## src/rtl/sysbus_rr_arbiter.sv

```systemverilog
// sysbus_rr_arbiter: N-channel system-bus arbiter.
// Grants one requester at a time, buffers a full burst, and runs the whole
// read or write transaction on the single memory-side port before releasing.
// Optional feature macro: SYSBUS_ARB_RR_EN
//   defined   -> round-robin grant starting after the last granted channel
//   undefined -> fixed priority, lowest-indexed requesting channel wins

`ifndef SYSBUS_WRITE
`define SYSBUS_WRITE 1'b1
`endif

module sysbus_rr_arbiter #(
    parameter int NUM_CH         = 2,
    parameter int BUS_DATA_WIDTH = 64,
    parameter int BUS_TAG_WIDTH  = 13,
    parameter int BURST_LEN      = 8
) (
    input  logic                                 clk,
    input  logic                                 reset,
    input  logic [NUM_CH-1:0]                    reqcyc,
    output logic [NUM_CH-1:0]                    reqack,
    input  logic [NUM_CH*BUS_DATA_WIDTH-1:0]     req,
    input  logic [NUM_CH*BUS_TAG_WIDTH-1:0]      reqtag,
    output logic [NUM_CH-1:0]                    respcyc,
    input  logic [NUM_CH-1:0]                    respack,
    output logic [BUS_DATA_WIDTH-1:0]            resp,
    output logic [BUS_TAG_WIDTH-1:0]             resptag,
    output logic                                 bus_reqcyc,
    input  logic                                 bus_reqack,
    output logic [BUS_DATA_WIDTH-1:0]            bus_req,
    output logic [BUS_TAG_WIDTH-1:0]             bus_reqtag,
    input  logic                                 bus_respcyc,
    output logic                                 bus_respack,
    input  logic [BUS_DATA_WIDTH-1:0]            bus_resp,
    input  logic [BUS_TAG_WIDTH-1:0]             bus_resptag
);

    localparam int GW = (NUM_CH > 1) ? $clog2(NUM_CH) : 1;
    localparam int CW = (BURST_LEN > 1) ? $clog2(BURST_LEN) : 1;
    localparam logic [CW-1:0] LAST_BEAT = CW'(BURST_LEN - 1);

    typedef enum logic [2:0] {
        IDLE,
        ACKREQ,
        WRDATA,
        MEMADDR,
        MEMWR,
        MEMRD,
        MEMRESP,
        RESP
    } state_t;

    state_t                     state;
    logic [GW-1:0]              gnt;
    logic [CW-1:0]              cnt;
    logic [BUS_DATA_WIDTH-1:0]  addr_q;
    logic [BUS_TAG_WIDTH-1:0]   tag_q;
    logic [BUS_DATA_WIDTH-1:0]  buffer [BURST_LEN];

    logic [BUS_DATA_WIDTH-1:0]  req_ch [NUM_CH];
    logic [BUS_TAG_WIDTH-1:0]   tag_ch [NUM_CH];
    logic                       any_req;
    logic [GW-1:0]              gnt_sel;
    logic                       last_beat;

    // The memory-side response tag is not needed: the latched request tag is returned.
    logic unused_bus_resptag;
    assign unused_bus_resptag = ^bus_resptag;

    genvar gi;
    generate
        for (gi = 0; gi < NUM_CH; gi++) begin : g_unpack
            assign req_ch[gi] = req[gi*BUS_DATA_WIDTH +: BUS_DATA_WIDTH];
            assign tag_ch[gi] = reqtag[gi*BUS_TAG_WIDTH +: BUS_TAG_WIDTH];
        end
    endgenerate

    assign any_req   = |reqcyc;
    assign last_beat = (cnt == LAST_BEAT);

`ifdef SYSBUS_ARB_RR_EN
    logic [GW-1:0] rr_ptr;

    // Round-robin pick: first requester at or above the pointer, else wrap to the lowest.
    always_comb begin
        logic found;
        found   = 1'b0;
        gnt_sel = '0;
        for (int i = 0; i < NUM_CH; i++) begin
            if (!found && reqcyc[i] && (i >= int'(rr_ptr))) begin
                found   = 1'b1;
                gnt_sel = GW'(i);
            end
        end
        for (int i = 0; i < NUM_CH; i++) begin
            if (!found && reqcyc[i]) begin
                found   = 1'b1;
                gnt_sel = GW'(i);
            end
        end
    end
`else
    // Fixed-priority pick: lowest-indexed requester wins.
    always_comb begin
        logic found;
        found   = 1'b0;
        gnt_sel = '0;
        for (int i = 0; i < NUM_CH; i++) begin
            if (!found && reqcyc[i]) begin
                found   = 1'b1;
                gnt_sel = GW'(i);
            end
        end
    end
`endif

    // Transaction sequencer: state, grant, beat counter and arbitration pointer.
    always_ff @(posedge clk) begin
        if (!reset) begin
            state <= IDLE;
            cnt   <= '0;
            gnt   <= '0;
`ifdef SYSBUS_ARB_RR_EN
            rr_ptr <= '0;
`endif
        end else begin
            case (state)
                IDLE: begin
                    if (any_req) begin
                        gnt   <= gnt_sel;
                        cnt   <= '0;
                        state <= ACKREQ;
`ifdef SYSBUS_ARB_RR_EN
                        rr_ptr <= (gnt_sel == GW'(NUM_CH - 1)) ? '0 : gnt_sel + 1'b1;
`endif
                    end
                end
                ACKREQ: begin
                    state <= (tag_q[BUS_TAG_WIDTH-1] == `SYSBUS_WRITE) ? WRDATA : MEMRD;
                end
                WRDATA: begin
                    if (reqcyc[gnt]) begin
                        if (last_beat) begin
                            cnt   <= '0;
                            state <= MEMADDR;
                        end else begin
                            cnt <= cnt + 1'b1;
                        end
                    end
                end
                MEMADDR: begin
                    if (bus_reqack) state <= MEMWR;
                end
                MEMWR: begin
                    if (bus_reqack) begin
                        if (last_beat) begin
                            cnt   <= '0;
                            state <= IDLE;
                        end else begin
                            cnt <= cnt + 1'b1;
                        end
                    end
                end
                MEMRD: begin
                    if (bus_reqack) state <= MEMRESP;
                end
                MEMRESP: begin
                    if (bus_respcyc) begin
                        if (last_beat) begin
                            cnt   <= '0;
                            state <= RESP;
                        end else begin
                            cnt <= cnt + 1'b1;
                        end
                    end
                end
                RESP: begin
                    if (respack[gnt]) begin
                        if (last_beat) begin
                            cnt   <= '0;
                            state <= IDLE;
                        end else begin
                            cnt <= cnt + 1'b1;
                        end
                    end
                end
                default: state <= IDLE;
            endcase
        end
    end

    // Datapath capture: request address/tag at grant, burst beats into the buffer.
    always_ff @(posedge clk) begin
        if (state == IDLE && any_req) begin
            addr_q <= req_ch[gnt_sel];
            tag_q  <= tag_ch[gnt_sel];
        end
        if (state == WRDATA && reqcyc[gnt]) begin
            buffer[cnt] <= req_ch[gnt];
        end
        if (state == MEMRESP && bus_respcyc) begin
            buffer[cnt] <= bus_resp;
        end
    end

    // Handshake and data outputs decoded from the current state; all zero in IDLE.
    always_comb begin
        reqack      = '0;
        respcyc     = '0;
        resp        = '0;
        resptag     = '0;
        bus_reqcyc  = 1'b0;
        bus_req     = '0;
        bus_reqtag  = '0;
        bus_respack = 1'b0;
        case (state)
            ACKREQ: reqack[gnt] = 1'b1;
            WRDATA: reqack[gnt] = reqcyc[gnt];
            MEMADDR, MEMRD: begin
                bus_reqcyc = 1'b1;
                bus_req    = addr_q;
                bus_reqtag = tag_q;
            end
            MEMWR: begin
                bus_reqcyc = 1'b1;
                bus_req    = buffer[cnt];
                bus_reqtag = tag_q;
            end
            MEMRESP: bus_respack = bus_respcyc;
            RESP: begin
                respcyc[gnt] = 1'b1;
                resp         = buffer[cnt];
                resptag      = tag_q;
            end
            default: ;
        endcase
    end

endmodule

```

## config.mk

```make
export PLATFORM = sky130hd
export DESIGN_NAME = sysbus_rr_arbiter
export DESIGN_NICKNAME = d
export VERILOG_FILES = /design/src/rtl/sysbus_rr_arbiter.sv
export SDC_FILE = /design/constraint.sdc
export NUM_CORES = 1
export LEC_CHECK = 0
export CORE_UTILIZATION = 50
export DETAILED_ROUTE_END_ITERATION = 7
export GPL_TIMING_DRIVEN = 0
export PLACE_DENSITY = 0.73
export SYNTH_ARGS = -nofsm -noshare
export SYNTH_HDL_FRONTEND = slang
export SYNTH_SLANG_ARGS = --single-unit
```

## constraint.sdc

```tcl
create_clock -name clk -period 17.87 [get_ports clk]
set_clock_uncertainty 0.05 [all_clocks]
set_input_delay 4.4675 -clock clk [delete_from_list [all_inputs] [get_ports clk]]
set_output_delay 4.4675 -clock clk [all_outputs]
set_load 0.005 [all_outputs]
```

# --- After elaboration in Yosys (flattened, before gate mapping) ---
# Memories as Yosys holds them, arrays and structs flattened. A register that Yosys moved wholly into a read port is not among the register bits.
# Index checks and enable logic that the tools add are counted.
word_totals:
  ff_bits: 84
  mem_bits_rw: 512
  output_inout_bits: 160
  elab_cells: 97
  mem_count: 1
memory_table:
  columns: ["name", "depth", "width", "read_ports", "rd_ports_with_merged_regs", "wr", "line", "rtl"]
  rows:
  - ["buffer", 8, 64, 1, 1, 1, "58", "logic [BUS_DATA_WIDTH-1:0] buffer [BURST_LEN];"]
op_classes:
  add_sub_neg: 1
  n_lt_le_gt_ge: 4
  n_eq_ne: 17
  n_mux: 51
  bitwise_logic: 4
  n_reduce_logical: 14
ops:
  columns: ["cell", "count"]
  rows:
  - ["$mux 64", 8]
  - ["$pmux 64 s2", 1]
  - ["$mux 13", 5]
  - ["$mux 3", 19]
  - ["$pmux 3 s8", 1]
  - ["$ne 2x2->1 const B", 9]
  - ["$eq 3x3->1 const B", 5]
  - ["$pmux 3 s5", 1]
  - ["$mux 1", 13]
  - ["$reduce_and 9->1", 1]
  - ["$eq 3x2->1 const B", 2]
  - ["$reduce_and 6->1", 1]
  - ["$logic_and 1x1->1", 5]
  - ["$reduce_bool 5->1", 1]
  - ["$ge 2x2->1 const B", 2]
  - ["$not 1->2", 2]
  - ["$pmux 2 s2", 1]
  - ["$reduce_or 2->1", 2]
  - ["$add 3x1->3 const B", 1]
  - ["$eq 3x1->1 const B", 1]
  - ["$logic_not 3->1", 1]
  - ["$reduce_or 3->1", 1]
  - ["$and 2x2->2", 1]
  - ["$lt 1x2->1 const B", 1]
  - ["other kinds (6)", 6]

# --- Longest topological paths before layout ---
# Gate-level depths: netlist of run 1.
logic_depth:
  word_depth: 8
  ltp_mapped: 8
  depth_no_buf: 6

# --- Worst setup path before layout of run 1 ---
# No wires, ideal clock.
synth_path:
  path_kind: "input port to flip-flop"
  from: "input reqcyc[1]"
  to: "memory buffer[0][0] (enable)"
  setup_time_ps: 565
  arrival_ps: 9222
  required_time_ps: 17255
  slack_ps: 8033
  cell_stages: 4
  n_path_buf: 0
  cell_sequence: "mux2i_1 > a21oi_1 > nand3b_1 > nor3_1"
synth_between:
  elab_chain_len: 6
synth_lines:
  columns: ["element", "line", "rtl"]
  rows:
  - ["start: declaration", "20", "input logic [NUM_CH-1:0] reqcyc,"]
  - ["$mux 1 (implied by the code) (2 in series)", "198", "if (state == WRDATA && reqcyc[gnt]) begin"]
  - ["$logic_and 1x1->1", "198", null]
  - ["$mux 1", "198", null]
  - ["$mux 1 (implied by the code)", "199", "buffer[cnt] <= req_ch[gnt];"]
  - ["$or 1x1->1 (no source line)", null, null]
  - ["end: declaration", "58", null]
# No other way between the ends. The select of a mux whose other input is x is not followed.

# --- Worst setup path after layout of run 1 ---
layout_path:
  from: "input bus_respcyc"
  to: "output bus_respack"
layout_between:
  elab_chain_len: 1
layout_lines:
  columns: ["element", "line", "rtl"]
  rows:
  - ["start: declaration", "32", "input logic bus_respcyc,"]
  - ["$mux 1", "216", "case (state)"]
  - ["end: declaration", "33", "output logic bus_respack,"]
# No other way between the ends.

==> qor_table.md, run 1 <==
| Item | This run | Unit |
|---|---|---|
| Post-synth ARST share | 0 | % |
| Cell count after synthesis | 1459 | - |
| Syn avg cell area | 17.5 | sq um |
| Via density | 5.74 | - |
| First element of the critical path | bus_respcyc | - |
| Cell count of the worst hold path | 2 | - |
| ANT nets after route | 0 | - |
| Startpoint type of the worst setup path | primary input | - |
| TritonCTS clock tree | done | - |
| Die Width | 228 | um |
| Critical path's largest stage delay | 0.58 | ns |
| Critical-path cell list | clkdlybuf4s50_1 -> and3_1 -> buf_4 -> buf_2 -> clkdlybuf4s50_1 | - |
| Biggest fanout along the worst timing path | 10 | - |
| Hold Buf Count CTS | 0 | - |
| Clock insertion delay at the later pin of the skew report | 0.60 | ns |
| Family of cells with the greatest summed delay on the critical path | buffers and inverters | - |
| GR peak layer | met2 | - |
| Met3 track utilization from global routing | 4.01 | % |
| Reg-to-reg critical path endpoint | buffer[5][41] | - |
| Number of remaining DRC errors | 0 | - |
| Number of resized instances in the post-cts repair step | 0 | - |
| Max-cap viol count | 0 | - |
| Initial antenna violation count | 0 | - |
| Minimum hold slack | 0.535 | ns |
| Ports | 399 | - |
| Number of buffer cells added on primary ports | 384 | - |
| Worst EP arrival | 6.55 | ns |
| Biggest area consumer among synthesized cells | edfxtp_1 | - |
| Drt initial violations | 1401 | - |
| Sum Neg Setup Slack | 0 | ns |
| Number of max-slew violations in the final report | 0 | - |
| Net count of the mapped netlist | 1700 | - |
| Nets | 2181 | - |
| Tightest slew margin relative to the limit | 20.1 | % |
| RSZ-0062 raised after global routing | no | - |
| Total of warnings raised by yosys | 0 | - |
| Maximum number of pins on one net before global-route repair | 32 | - |
| Area delta synth->final | 27.9 | % |
| Status | finished clean | - |
| Register area | 0.0179 | sq mm |
| Highest ir drop seen on vdd | 0.0660 | mV |
| Kind of critical path | primary input to primary output | - |
| Synthesized cell area | 0.0255 | sq mm |
| Maximum root-to-sink buffer count | 3 | - |
| Fillers | 3602 | - |
| Total setup buffers inserted after CTS | 0 | - |
| Top cells by area in the synthesized netlist | edfxtp_1 (69%), mux4_2 (11%), mux2i_1 (5.2%) | - |
| Total count of hold-check failures in the final report | 0 | - |
| Time the final worst path needs with I/O delays and setup | 11.06 | ns |
| Startpoint of the worst hold path | cnt[0] | - |
| First-pass GRT wire length | 100000 | um |
| Number of sinks handled by clock tree synthesis | 599 | - |
| Effective utilization at floorplan | 50.8 | % |
| Final GP Congestion | 0.832 | - |
| Grt total ovfl | 0 | - |
| Core Rows | 82 | - |
| Root Buffer Master | clkbuf_16 | - |
| Fmax achieved | 0.0904 | GHz |
| Total area of multi-input combinational cells | 0.00714 | sq mm |
| CP max-delay cell | clkdlybuf4s50_1 | - |
| Hold crit path type | flop to flop | - |
| Required arrival time at the worst endpoint | 13.35 | ns |
| Setup crit end kind | primary output | - |
| Routed wire length | 67800 | um |
| Power Dens Cells | 109 | mW/mm^2 |
| WP buf/inv | 4 | - |
| Commonest non-fill, non-tap cell in the layout | edfxtp_1 | - |
| R2R setup slack | 14.77 | ns |
| Detailed-route wire length per cell | 25.5 | um |
| Number of flops mapped to enable cells by yosys | 589 | - |
| Register bit total from synthesis | 599 | - |
| Sequential area share after synthesis | 70.0 | % |
| Clock transition time at the flip-flop clock pins of the worst setup and hold paths | 0.06 | ns |
| Layout cells sized above 1 | 20.2 | % |
| Top FF cell, synth | edfxtp_1 | - |
| Crit share post-route | 61.9 | % |
| Post-detailed-placement half-perimeter wirelength | 46500 | um |
| Reported leakage power | 0.0103 | uW |
| Most numerous cell on the critical path | clkdlybuf4s50_1 | - |
| Worst-margin pin slew | 1.20 | ns |
| First-pass DRT Iterations | 6 | - |
| Leading cell types in the layout, fill and taps excluded | edfxtp_1 (589), clkdlybuf4s50_1 (384), nand2_1 (136) | - |
| Total clock buffers created by CTS | 59 | - |
| CTS H-tree depth | 2 | - |
| Area share of the leading cell type in the synthesized netlist | 69.3 | % |
| Y dimension of the die | 228 | um |
| Worst Reg2Reg Path Length in Cells | 6 | - |
| Number of distinct library cells after synthesis | 39 | - |
| Vias in the first global route | 15900 | - |
| Gr usage total | 26.3 | % |
| Total die area | 0.0520 | sq mm |
| Final setup violation count | 0 | - |
| Via count | 15300 | - |
| Core outline area | 0.0503 | sq mm |
| Met2 track utilization from global routing | 43.6 | % |
| R2R Path Start | state[1] | - |
| Routing usage on met1 | 35.6 | % |
-- worst reg2reg max path: stages (launching register included) --
cell      delay [ns]
dfxtp_1         0.31
buf_2           0.20
and2b_4         0.21
and3_1          0.29
buf_4           0.28
clkbuf_1        0.68
o21ai_0         0.65
-- kinds of logic after synthesis --
family,count (synthesis),share of synthesized area (%)
multiplexers,340,20.0
XOR/XNOR,1,0.0343
adder cells (fa/ha/maj),3,0.137
AO/OA/AOI/OAI,147,3.06
buffers and inverters,99,2.23
AND/OR/NAND/NOR,270,4.52
flip-flops,599,70.0
-- synth_stat cells (10+ instances only) --
library cell  instances
clkbuf_1             28
dfxtp_1              10
nor2b_1              18
mux2_2               79
and2_1               15
nor2_1               77
o21ai_0              62
nand2_1             136
buf_6                16
edfxtp_1            589
buf_2                43
mux4_2              128
o21ai_1              67
mux2i_1             133
-- worst max path at each step --
stage	slack, ns	to	cells after the start
floorplan	8.03	buffer[0][0]	4
global placement	2.91	buffer[1][29]	5
detailed placement	6.81	bus_respack	5
CTS	6.80	bus_respack	5
global route	6.76	bus_respack	5
finish	6.81	bus_respack	5
-- area by class of cell --
class / instances / area share (%)
plain buffers: 94 / 1.69
well taps: 672 / 2.57
flip-flops and latches: 599 / 54.8
multi-input cells: 761 / 21.9
diodes: 1 / 0.00766
repair buffers: 420 / 13.7
inverters: 5 / 0.0575
clock inverters: 31 / 0.632
clock buffers: 72 / 4.67
-- where the power goes --
part / internal [uW] / total [uW] / switching (uW)
logic: 325 / 704 / 379
registers: 1700 / 1720 / 22.7
clock network: 631 / 1140 / 508
-- sequential cells by signal, indices dropped and copies added, names as in the netlist, named ones only --
| signal | count |
|---|---|
| addr_q | 64 |
| buffer | 512 |
| cnt | 3 |
| gnt | 1 |
| state | 3 |
| tag_q | 13 |
-- through the flow --
| stage | total power (uW) | area [sq um] | std cells | setup slack [ns] | utilization, % |
|---|---|---|---|---|---|
| after global routing | 3680 | 32700 | 2654 | 6.76 | 65.0 |
| after global placement | 2440 | 30200 | 2515 | 2.91 | 60.1 |
| after detailed placement | 2460 | 30900 | 2551 | 6.81 | 61.5 |
| after floorplan | 2140 | 25500 | 1459 | 8.03 | - |
| final | 3560 | 32700 | 2655 | 6.81 | 65.0 |
| after CTS | 3590 | 32700 | 2654 | 6.80 | 65.0 |
-- per-layer routing --
layer  routed length [um]  up-vias
met5                    0        -
met4                 2150        0
met3                 4410      109
met2                33500      636
met1                27800     7789
li1                     -     6716
No activity file was read; power rests on OpenSTA's default activity.
==> inputs of run 2 (changes only) <==
--- a/config.mk
+++ b/config.mk
@@ -5,10 +5,10 @@
 export SDC_FILE = /design/constraint.sdc
 export NUM_CORES = 1
 export LEC_CHECK = 0
-export CORE_UTILIZATION = 50
+export CORE_UTILIZATION = 49
 export DETAILED_ROUTE_END_ITERATION = 7
 export GPL_TIMING_DRIVEN = 0
-export PLACE_DENSITY = 0.73
+export PLACE_DENSITY = 0.75
 export SYNTH_ARGS = -nofsm -noshare
 export SYNTH_HDL_FRONTEND = slang
 export SYNTH_SLANG_ARGS = --single-unit
==> constraint.sdc (replaced) <==
create_clock -name clk -period 9.1 [get_ports clk]
set_clock_uncertainty 0.05 [all_clocks]
set_input_delay 2.275 -clock clk [delete_from_list [all_inputs] [get_ports clk]]
set_output_delay 2.275 -clock clk [all_outputs]
set_load 0.005 [all_outputs]
==> qor_table.md, run 2 (same netlist as run 1, synthesis figures left out) <==
| Item | This run | Unit | Change |
|---|---|---|---|
| Y dimension of the die | 230 | um | was 228 um |
| Number of resized instances in the post-cts repair step | 0 | - | unchanged |
| Root Buffer Master | clkbuf_16 | - | unchanged |
| CP max-delay cell | clkdlybuf4s50_1 | - | unchanged |
| Max-cap viol count | 0 | - | unchanged |
| Hold Buf Count CTS | 0 | - | unchanged |
| Ports | 399 | - | unchanged |
| Reported leakage power | 0.0103 | uW | about the same |
| R2R setup slack | 5.91 | ns | was 14.77 ns |
| Family of cells with the greatest summed delay on the critical path | buffers and inverters | - | unchanged |
| Core Rows | 83 | - | was 82 |
| Effective utilization at floorplan | 49.7 | % | was 50.8% |
| Final setup violation count | 0 | - | unchanged |
| Top Registers | buffer x512, addr_q x64, tag_q x13 | - | unchanged |
| Power Dens Cells | 217 | mW/mm^2 | was 109 mW/mm^2 |
| Worst slack at placement | 2.41 | ns | was 6.81 ns |
| WP buf/inv | 4 | - | unchanged |
| Total setup buffers inserted after CTS | 0 | - | unchanged |
| Kind of critical path | primary input to primary output | - | unchanged |
| Startpoint type of the worst setup path | primary input | - | unchanged |
| Core outline area | 0.0514 | sq mm | was 0.0503 sq mm |
| Drt initial violations | 1506 | - | was 1401 |
| Register area | 0.0179 | sq mm | unchanged |
| Worst-margin pin slew | 1.24 | ns | was 1.20 ns |
| CTS H-tree depth | 2 | - | unchanged |
| Number of sinks handled by clock tree synthesis | 599 | - | unchanged |
| Total die area | 0.0530 | sq mm | was 0.0520 sq mm |
| Clock insertion delay at the later pin of the skew report | 0.64 | ns | was 0.60 ns |
| TritonCTS clock tree | done | - | unchanged |
| Hold path endpoint | cnt[0] | - |  |
| Initial antenna violation count | 4 | - | was 0 |
| Fillers | 3698 | - | was 3602 |
| Commonest non-fill, non-tap cell in the layout | edfxtp_1 | - | unchanged |
| Highest ir drop seen on vdd | 0.158 | mV | was 0.0660 mV |
| Nets | 2181 | - | unchanged |
| Biggest fanout along the worst timing path | 10 | - | unchanged |
| Worst Slack Setup Final | 2.35 | ns | was 6.81 ns |
| Total power after layout | 7110 | uW | was 3560 uW |
| Worst EP arrival | 4.42 | ns | was 6.55 ns |
| Status | finished clean | - | unchanged |
| Setup crit end kind | primary output | - | unchanged |
| Register containing the most flip-flops in the final layout | buffer | - | unchanged |
| Required arrival time at the worst endpoint | 6.78 | ns | was 13.35 ns |
| Detailed-route wire length per cell | 25.9 | um | was 25.5 um |
| Grt total ovfl | 0 | - | unchanged |
| Number of remaining DRC errors | 0 | - | unchanged |
| Number of buffer cells added on primary ports | 384 | - | unchanged |
| Critical-path cell list | clkdlybuf4s50_1 -> and3_1 -> buf_4 -> buf_2 -> clkdlybuf4s50_1 | - | unchanged |
| Crit share post-route | 74.2 | % |  |
| Final GP Congestion | 0.824 | - | was 0.832 |
| Startpoint of the worst hold path | cnt[0] | - | unchanged |
| Maximum root-to-sink buffer count | 3 | - | unchanged |
| Clock transition time at the flip-flop clock pins of the worst setup and hold paths | 0.06 | ns | about the same |
| Total area of multi-input combinational cells | 0.00714 | sq mm | unchanged |
| Cell count of the worst hold path | 2 | - | unchanged |
| Sum Neg Setup Slack | 0 | ns | unchanged |
| Fmax achieved | 0.148 | GHz |  |
| Critical path's largest stage delay | 0.58 | ns | about the same |
| Flip-flop count of the largest register after layout | 512 | - | unchanged |
| Tightest slew margin relative to the limit | 17.2 | % | was 20.1% |
| Area delta synth->final | 28.5 | % | was 27.9% |
| Reg-to-reg critical path endpoint | buffer[1][37] | - | was buffer[5][41] |
| Gr usage total | 26.1 | % | was 26.3% |
| Leading cell types in the layout, fill and taps excluded | edfxtp_1 (589), clkdlybuf4s50_1 (384), nand2_1 (136) | - | unchanged |
| Total clock buffers created by CTS | 59 | - | unchanged |
| Via density | 5.78 | - | was 5.74 |
| RSZ-0062 raised after global routing | no | - | unchanged |
| Maximum number of pins on one net before global-route repair | 27 | - | was 32 |
| Time the final worst path needs with I/O delays and setup | 6.75 | ns |  |
| Filler-free cell count of the finished design | 2666 | - | was 2655 |
| First-pass GRT wire length | 101000 | um | was 100000 um |
| Hold crit path type | flop to flop | - | unchanged |
| Routed wire length | 69000 | um | was 67800 um |
| Total count of hold-check failures in the final report | 0 | - | unchanged |
| Die Width | 230 | um | was 228 um |
| Via count | 15400 | - | was 15300 |
| Number of max-slew violations in the final report | 0 | - | unchanged |
| R2R Path Start | state[2] | - | was state[1] |
| Post-detailed-placement half-perimeter wirelength | 47000 | um | was 46500 um |
| Vias in the first global route | 16200 | - | was 15900 |
| Most numerous cell on the critical path | clkdlybuf4s50_1 | - | unchanged |
| First-pass DRT Iterations | 7 | - | was 6 |
| ANT nets after route | 0 | - | unchanged |
| Layout cells sized above 1 | 20.5 | % | was 20.2% |
| Worst Reg2Reg Path Length in Cells | 10 | - | was 6 |
| Cell count after placement | 2559 | - | was 2551 |
-- run 2: cell types whose count changed in the layout (fill, tap and decap cells not counted), moves of 2 or more --
cell and delta:
buf_16 +6, buf_12 -4, clkbuf_1 -4, buf_4 +3, buf_8 -3, bufinv_16 +3, clkinv_2 +3, buf_6 -2
clkinv_8 +2, clkinvlp_4 -2
-- run 2: routing by layer --
metal | wire length, um | part of all wire, % | GRT usage, % | up-vias
met3 | 5160 | 7.5 | 5.20 | 101
met5 | 31 | 0.045 | 0 | -
met4 | 1590 | 2.3 | 7.64 | 4
li1 | - | - | - | 6719
met2 | 34600 | 50 | 44.1 | 704
met1 | 27600 | 40 | 34.4 | 7885
-- run 2: worst max-delay path by stage --
| stage | cells past startpoint | start | slack, ns | endpoint |
|---|---|---|---|---|
| 2_1_floorplan | 4 | reqcyc[1] | 1.46 | buffer[0][0] |
| 3_3_place_gp | 5 | reqcyc[0] | -3.40 | buffer[1][33] |
| 3_5_place_dp | 5 | bus_respcyc | 2.41 | bus_respack |
| 4_1_cts | 5 | bus_respcyc | 2.39 | bus_respack |
| 5_1_grt | 5 | bus_respcyc | 2.33 | bus_respack |
| 6_report | 5 | bus_respcyc | 2.35 | bus_respack |
-- run 2: worst min-delay path: cells and delay by family (launching register included) --
kind             cells  cell delay, ns
flip-flops           1            0.35
multiplexers         1            0.07
AND/OR/NAND/NOR      1            0.07
-- run 2: stage by stage --
step                      hold WS (ns)  util, %  area (sq um)
after floorplan                  0.437        -         25500
after global placement           0.485     58.8         30200
after detailed placement         0.486     60.2         31000
after CTS                        0.498     63.8         32800
after global routing             0.528     63.8         32800
final                            0.492     63.8         32800
-- run 2: layout make-up --
cell class              count  area share (%)
multi-input cells         761            21.8
flip-flops and latches    599            54.5
repair buffers            420            13.8
clock inverters            37            1.02
diodes                      2          0.0152
well taps                 680            2.59
clock buffers              68            4.60
plain buffers              94            1.68
inverters                   5          0.0572
-- run 2: where the power goes --
part | total, uW | internal [uW] | switching, uW
clock network | 2350 | 1330 | 1020
registers | 3390 | 3340 | 48.1
logic | 1380 | 635 | 745
